## config.mk

```make
export PLATFORM = sky130hd
export DESIGN_NAME = train_seq
export DESIGN_NICKNAME = d
export VERILOG_FILES = /design/src/rtl/train_seq.sv
export SDC_FILE = /design/constraint.sdc
export NUM_CORES = 1
export LEC_CHECK = 0
export BUFFER_PORTS_ARGS = -buffer_cell sky130_fd_sc_hd__buf_2
export CORE_AREA = 2 2 248 250
export DETAILED_ROUTE_END_ITERATION = 6
export DIE_AREA = 0 0 250 252
export HOLD_SLACK_MARGIN = 0.1
export PLACE_DENSITY = 0.83
export SETUP_SLACK_MARGIN = 0.05
export SYNTH_ARGS = -nofsm -noshare
export SYNTH_HDL_FRONTEND = slang
export SYNTH_SLANG_ARGS = --single-unit
```

## constraint.sdc

```tcl
create_clock -name clk -period 11 [get_ports clk]
set_input_delay 0.55 -clock clk [delete_from_list [all_inputs] [get_ports clk]]
set_output_delay 0.55 -clock clk [all_outputs]
set_load 0.02 [all_outputs]
```

## src/rtl/train_seq.sv

```systemverilog
// train_seq -- training sequencer in front of the array network.
//
// Holds a batch of BATCH samples and replays them for a programmed number of
// epochs, driving the sample buses and control strobes of the array. It also
// captures the batch cost that the array reports after every weight update.
//
// Ports
//   clk            clock, everything on the rising edge
//   rst            asynchronous, active-low reset
//   i_ld_en        sample write strobe (honoured only in IDLE)
//   i_ld_addr      sample slot; slots at or above BATCH are ignored
//   i_ld_k/i_ld_t  sample inputs / targets to store
//   i_start        start pulse (IDLE only); latches i_n_epoch and i_lr
//   i_abort        abort request (see FSM notes below)
//   i_n_epoch      epochs to run
//   i_lr           learning rate
//   i_cost         batch cost from the array, sampled at the end of WRITE
//   o_k/o_t        current sample, registered when a sample is selected
//   o_lr           latched learning rate
//   o_rst_btch     batch accumulator clear to the array
//   o_accu         accumulate strobe to the array
//   o_wr           weight-update strobe to the array
//   o_busy         high outside IDLE and DONE
//   o_done         one-cycle completion pulse
//   o_epoch        completed epochs
//   o_cost         cost captured at the most recent o_wr
//   o_cost_min     lowest signed cost seen this run   (COST_TRACK_EN only)
//   o_best_epoch   epoch number that produced it     (COST_TRACK_EN only)
//   o_state        current FSM state, for debug and checkers
//
// Optional feature macro: COST_TRACK_EN adds o_cost_min / o_best_epoch.
//
// Strobe protocol: there is no back-pressure. o_rst_btch, o_accu, o_wr and
// o_done are single-cycle pulses decoded from the FSM state, so at most one
// of the array strobes is high in any cycle. o_k/o_t are stable from the
// first SETTLE cycle of a sample through its ACCU cycle, and the array must
// present i_cost during the WRITE cycle.

module train_seq #(
  parameter int N_IN   = 2,
  parameter int N_OUT  = 2,
  parameter int WIDTH  = 32,
  parameter int BATCH  = 4,
  parameter int SETTLE = 3,
  parameter int EPW    = 16,
  localparam int AW    = (BATCH <= 1) ? 1 : $clog2(BATCH)
) (
  input  logic                    clk,
  input  logic                    rst,
  input  logic                    i_ld_en,
  input  logic [AW-1:0]           i_ld_addr,
  input  logic [N_IN*WIDTH-1:0]   i_ld_k,
  input  logic [N_OUT*WIDTH-1:0]  i_ld_t,
  input  logic                    i_start,
  input  logic                    i_abort,
  input  logic [EPW-1:0]          i_n_epoch,
  input  logic [WIDTH-1:0]        i_lr,
  input  logic [WIDTH-1:0]        i_cost,
  output logic [N_IN*WIDTH-1:0]   o_k,
  output logic [N_OUT*WIDTH-1:0]  o_t,
  output logic [WIDTH-1:0]        o_lr,
  output logic                    o_rst_btch,
  output logic                    o_accu,
  output logic                    o_wr,
  output logic                    o_busy,
  output logic                    o_done,
  output logic [EPW-1:0]          o_epoch,
  output logic [WIDTH-1:0]        o_cost,
`ifdef COST_TRACK_EN
  output logic [WIDTH-1:0]        o_cost_min,
  output logic [EPW-1:0]          o_best_epoch,
`endif
  output logic [2:0]              o_state
);

  localparam int KW = N_IN * WIDTH;
  localparam int TW = N_OUT * WIDTH;
  localparam int MW = KW + TW;
  // Memory is sized to the full address space so every address is a legal
  // index; writes to slots at or above BATCH are filtered out below.
  localparam int MD = 1 << AW;
  localparam int SW = (SETTLE <= 1) ? 1 : $clog2(SETTLE);

  localparam logic [AW:0]   BATCH_W     = (AW+1)'(BATCH);
  localparam logic [AW-1:0] IDX_LAST    = AW'(BATCH - 1);
  localparam logic [SW-1:0] SETTLE_LAST = SW'(SETTLE - 1);

  typedef enum logic [2:0] {
    S_IDLE   = 3'd0,
    S_CLR    = 3'd1,
    S_SETTLE = 3'd2,
    S_ACCU   = 3'd3,
    S_WRITE  = 3'd4,
    S_RSTB   = 3'd5,
    S_DONE   = 3'd6
  } state_t;

  state_t          state;
  state_t          state_d;

  logic [MW-1:0]   mem [0:MD-1];
  logic [AW-1:0]   idx;
  logic [SW-1:0]   cnt;
  logic [EPW-1:0]  n_epoch_q;
  logic [EPW-1:0]  epoch_inc;
  // abort_q: the current batch was abandoned part-way (no o_wr, no epoch
  // count). defer_q: abort arrived during WRITE, so the batch completed and
  // only the return path changes.
  logic            abort_q;
  logic            defer_q;

  logic            start_go;
  logic            abort_now;
  logic            load_en;
  logic [AW-1:0]   load_idx;
  logic            ld_ok;

  assign epoch_inc = o_epoch + EPW'(1);
  assign o_state   = state;
  assign ld_ok     = (state == S_IDLE) && i_ld_en && ({1'b0, i_ld_addr} < BATCH_W);

  // ---------------------------------------------------------------------
  // FSM state register
  // ---------------------------------------------------------------------
  always_ff @(posedge clk or negedge rst) begin
    if (!rst) begin
      state <= S_IDLE;
    end else begin
      state <= state_d;
    end
  end

  // ---------------------------------------------------------------------
  // Next state, strobes and datapath controls
  // ---------------------------------------------------------------------
  always_comb begin
    state_d    = state;
    start_go   = 1'b0;
    abort_now  = 1'b0;
    load_en    = 1'b0;
    load_idx   = '0;
    o_rst_btch = 1'b0;
    o_accu     = 1'b0;
    o_wr       = 1'b0;
    o_busy     = 1'b0;
    o_done     = 1'b0;

    case (state)
      S_IDLE: begin
        if (i_start) begin
          start_go = 1'b1;
          // A zero-epoch run completes at once without touching the array.
          state_d  = (i_n_epoch == '0) ? S_DONE : S_CLR;
        end
      end

      S_CLR: begin
        o_rst_btch = 1'b1;
        o_busy     = 1'b1;
        if (i_abort) begin
          abort_now = 1'b1;
          state_d   = S_RSTB;
        end else begin
          load_en  = 1'b1;
          load_idx = '0;
          state_d  = S_SETTLE;
        end
      end

      S_SETTLE: begin
        o_busy = 1'b1;
        if (i_abort) begin
          abort_now = 1'b1;
          state_d   = S_RSTB;
        end else if (cnt == SETTLE_LAST) begin
          state_d = S_ACCU;
        end
      end

      S_ACCU: begin
        o_accu = 1'b1;
        o_busy = 1'b1;
        // Abort wins over the normal advance.
        if (i_abort) begin
          abort_now = 1'b1;
          state_d   = S_RSTB;
        end else if (idx == IDX_LAST) begin
          state_d = S_WRITE;
        end else begin
          load_en  = 1'b1;
          load_idx = idx + AW'(1);
          state_d  = S_SETTLE;
        end
      end

      S_WRITE: begin
        o_wr    = 1'b1;
        o_busy  = 1'b1;
        state_d = S_RSTB;
      end

      S_RSTB: begin
        o_rst_btch = 1'b1;
        o_busy     = 1'b1;
        if (abort_q || defer_q) begin
          state_d = S_IDLE;
        end else if (epoch_inc == n_epoch_q) begin
          state_d = S_DONE;
        end else begin
          load_en  = 1'b1;
          load_idx = '0;
          state_d  = S_SETTLE;
        end
      end

      S_DONE: begin
        o_done  = 1'b1;
        state_d = S_IDLE;
      end

      default: begin
        state_d = S_IDLE;
      end
    endcase
  end

  // ---------------------------------------------------------------------
  // Sample memory: not reset, so contents survive a reset.
  // ---------------------------------------------------------------------
  always_ff @(posedge clk) begin
    if (ld_ok) begin
      mem[i_ld_addr] <= {i_ld_k, i_ld_t};
    end
  end

  // ---------------------------------------------------------------------
  // Datapath registers
  // ---------------------------------------------------------------------
  always_ff @(posedge clk or negedge rst) begin
    if (!rst) begin
      idx       <= '0;
      cnt       <= '0;
      n_epoch_q <= '0;
      abort_q   <= 1'b0;
      defer_q   <= 1'b0;
      o_k       <= '0;
      o_t       <= '0;
      o_lr      <= '0;
      o_epoch   <= '0;
      o_cost    <= '0;
    end else begin
      if (start_go) begin
        n_epoch_q <= i_n_epoch;
        o_lr      <= i_lr;
        idx       <= '0;
        o_epoch   <= '0;
        o_cost    <= '0;
        abort_q   <= 1'b0;
        defer_q   <= 1'b0;
      end

      // A new sample is presented on every entry to SETTLE and then held.
      if (load_en) begin
        {o_k, o_t} <= mem[load_idx];
        idx        <= load_idx;
        cnt        <= '0;
      end else if (state == S_SETTLE) begin
        cnt <= cnt + SW'(1);
      end

      if (abort_now) begin
        abort_q <= 1'b1;
      end

      if (state == S_WRITE) begin
        o_cost <= i_cost;
        if (i_abort) begin
          defer_q <= 1'b1;
        end
      end

      if (state == S_RSTB) begin
        // A discarded partial batch does not count as a completed epoch.
        if (!abort_q) begin
          o_epoch <= epoch_inc;
        end
        abort_q <= 1'b0;
        defer_q <= 1'b0;
      end
    end
  end

`ifdef COST_TRACK_EN
  // ---------------------------------------------------------------------
  // Best-cost tracking: signed minimum of the costs seen this run.
  // ---------------------------------------------------------------------
  localparam logic [WIDTH-1:0] COST_MAX = {1'b0, {(WIDTH-1){1'b1}}};

  always_ff @(posedge clk or negedge rst) begin
    if (!rst) begin
      o_cost_min   <= '0;
      o_best_epoch <= '0;
    end else if (start_go) begin
      o_cost_min   <= COST_MAX;
      o_best_epoch <= '0;
    end else if ((state == S_WRITE) && ($signed(i_cost) < $signed(o_cost_min))) begin
      o_cost_min   <= i_cost;
      o_best_epoch <= epoch_inc;
    end
  end
`else
  // Cost tracking is not built in this configuration.
`endif

endmodule

```

==> results.toml <==
[power]
leakage_nw = 14.4
pwr_density_cell_mw_per_mm2 = 255
seqPwrFrac = 0.410
p_int_w = 0.00598
clkPwrFrac = 0.286
p_comb_frac = 0.304
p_switching_w = 0.00338
p_sw_frac = 0.362
vdd_drop_max_uv = 193

[sta]
final.period_utilization = 0.393
fmax_mhz = 231
tightestPinTransition_ps = 1260
period_needed_ps = 4330
finalHoldViolCount = 0
setup_viol = 0
drv_slew = 0
worst_slack_ps = 6670
skew_ps = 29.9
slew_headroom = 0.161
rsz0062_at_grt = "false"

[critical_path]
crit_type = "reg -> reg"
cp_cell_sequence = "ha_1 > nand3_1 > nor4_2 > xnor2_1 > nor4b_1 > and4_4 > buf_4 > nand4_1 > nand3_1"
critPathArrivalTime_ps = 4870
r2r_end = "o_k[17]"
cp_num_buf_inv = 1
setup.worst_path.start = "o_epoch[0]"
cpMaxStageDelayCell = "buf_4"
worstRegToRegCells = 9
slowest_delay_ps = 970
end_kind = "flip-flop"
crit_top_cell = "nand3_1"
worstReg2RegStart = "o_epoch[0]"
path_delay_family = "simple AND/OR/NAND/NOR gates"
worstSetupStartpointType = "flip-flop"
crit_required_ps = 11540
rrSetupSlack_ps = 6670
crit_fanout = 80

[worst_hold_path]
worstHoldPathCells = 3
hold_path.startpoint = "i_lr[0]"
hold_path_end = "o_lr[0]"
min_path_type = "in -> reg"

[synth]
synthDistinctLibCells = 54
synth_seq_area_share = 0.683
syn-cell-area_mm2 = 0.0311
avgSynthCellArea_um2 = 14.3
synth_most_common_cell = "edfxtp_1"
syn_inst = 2168
synth.largest_area_cell = "edfxtp_1"
synth-async-reset-ratio = 0.313
synth_area_leaders = "edfxtp_1 50%, dfrtp_1 19%, mux4_2 9.3%"
synth-main-ff-cell = "edfxtp_1"
ys_seq_elements = 745
synth_top_area_frac = 0.495
syn_nets = 2386
synth_edf_count = 512
ys_top_cells_by_count = "512 x edfxtp_1, 234 x nand2_1, 233 x dfrtp_1, 169 x nand3_1, 140 x a21oi_1"
ys_warn_count = 0

[placement]
gp_congestion = 0.916
post-dp-hpwl_um = 48700
placed_area_mm2 = 0.0337
pre_cts_ws_ps = 6860
numPortBuffers = 430

[drt]
dr.first_iter.drc_count = 2566
wl_per_cell_um = 25.6
viasPerCell = 6.45
vias = 22000
drc = 0
finalWirelength_um = 87500
drtAntennaViolNets = 0
drtPass1Iterations = 6

[cts]
cts_tree = "yes"
cts_sinks = 745
path_clk_slew_ps = 60
numCtsBuffers = 77
h-tree-depth = 3
clk_latency_ps = 630
clockBufferDepth = 3
ctsResizeCount = 0
cts_root_buf = "clkbuf_16"

[status]
status = "complete, no violations"

[die]
fp-row-count = 90
core_mm2 = 0.0601
initial_core_util = 0.516
die_w_um = 250
ios = 431
dieArea_mm2 = 0.0630
fp.dieH_um = 252

[global_route]
antenna_found_initial = 20
grt_start_max_net_pins = 129
gr-usage-all-layers = 0.274
globalRoute.totalOverflow = 0
grt_pass1_wl_um = 132000
grt_pass1_vias = 22500

[final_layout]
stdcell_area_mm2 = 0.0367
nNetsFinal = 2767
area_growth_syn_to_layout_pct = 18.2
layout-drive-gt1-share = 0.280

[flow_run]
maxCapViolations = 0
[cell type report]
type / instances / area, µm²
clock inverters: 44 / 553
clock buffers: 98 / 2070
fillers: 4253 / 23400
well taps: 782 / 978
flip-flops and latches: 745 / 21200
diodes: 19 / 47.5
repair buffers: 493 / 2740
inverters: 9 / 33.8
multi-input cells: 1223 / 9060
[how the worst max path moves through the flow]
stage / end / slack (ps) / cells past startpoint
floorplan: mem[2][0] / -250 / 4
global placement: o_state[2] / 7040 / 9
detailed placement: o_t[29] / 6860 / 9
CTS: o_k[17] / 6820 / 8
global route: o_k[17] / 6480 / 9
finish: o_k[17] / 6670 / 9
[registers in the layout, summed over array words and instances, names as in the netlist]
name and count:
o_cost 32, o_t 64, idx 2, o_epoch 16, mem 512, o_lr 32
o_state 3, o_k 64, abort_q 1, defer_q 1, n_epoch_q 16, cnt 2
[tightest hold or removal path: cells and delay by family]
kind | cells | cell delay [ps]
AND/OR/NAND/NOR | 2 | 90
buffers and inverters | 1 | 70
[metrics by stage]
stage	hold slack (ps)	util	cells	power (W)	TNS, ps
final	139	0.610	3413	0.00936	0
after global routing	109	0.610	3404	0.00974	0
after CTS	100	0.609	3394	0.00936	0
after detailed placement	458	0.560	3220	0.00666	0
after global placement	451	0.560	3220	0.00653	0
after floorplan	254	-	2168	0.00563	-61000
[cells by family (layout without fill, tap and decap cells)]
family | after synthesis | after routing | share of synthesized area
DFF | 745 | 745 | 0.683
muxes | 131 | 131 | 0.0938
AOI/OAI and AO/OA | 320 | 320 | 0.0650
xor gates and xnor gates | 21 | 21 | 0.00617
other | 0 | 19 | 0
adders and majority gates | 3 | 3 | 0.00121
buffers and inverters | 200 | 644 | 0.0274
and+or+nand+nor | 748 | 748 | 0.124
[metal layers]
metal,part of all wire,GRT usage,vias up
met5,0.00061,0,-
met4,0.038,0.133,8
met3,0.11,0.0645,247
met2,0.50,0.462,1526
met1,0.36,0.336,11000
li1,-,-,9239
[cell usage in the layout (no fill, tap or decap), types with 12 or more instances in the layout]
master	netlist	routed
nand3_1	169	169
and3_1	132	132
clkinv_2	0	12
clkbuf_16	0	79
buf_2	70	429
a21oi_1	140	140
mux4_2	128	128
dlygate4sd3_1	0	32
o211ai_1	130	130
buf_4	3	29
nor2_1	35	33
edfxtp_1	512	512
o21ai_0	22	22
dfrtp_1	233	233
nand2_1	234	232
diode_2	0	19
clkbuf_1	108	17
xnor2_1	13	13
nand4_1	131	131
[repair_timing]
action | CTS | global route
endpoints found under the setup margin | 0 | 0
endpoints found under the hold margin | 159 | 0
hold buffers | 32 | 0
setup buffers | 0 | 0
[power groups by stage]
stage          Clock (W)  Sequential, W  Combinational (W)
2_1_floorplan          0        0.00422            0.00141
3_5_place_dp           0        0.00386            0.00280
3_3_place_gp           0        0.00382            0.00270
5_1_grt          0.00282        0.00388            0.00304
4_1_cts          0.00272        0.00382            0.00282
6_report         0.00268        0.00384            0.00285
Power figures use the tool's default switching activity.
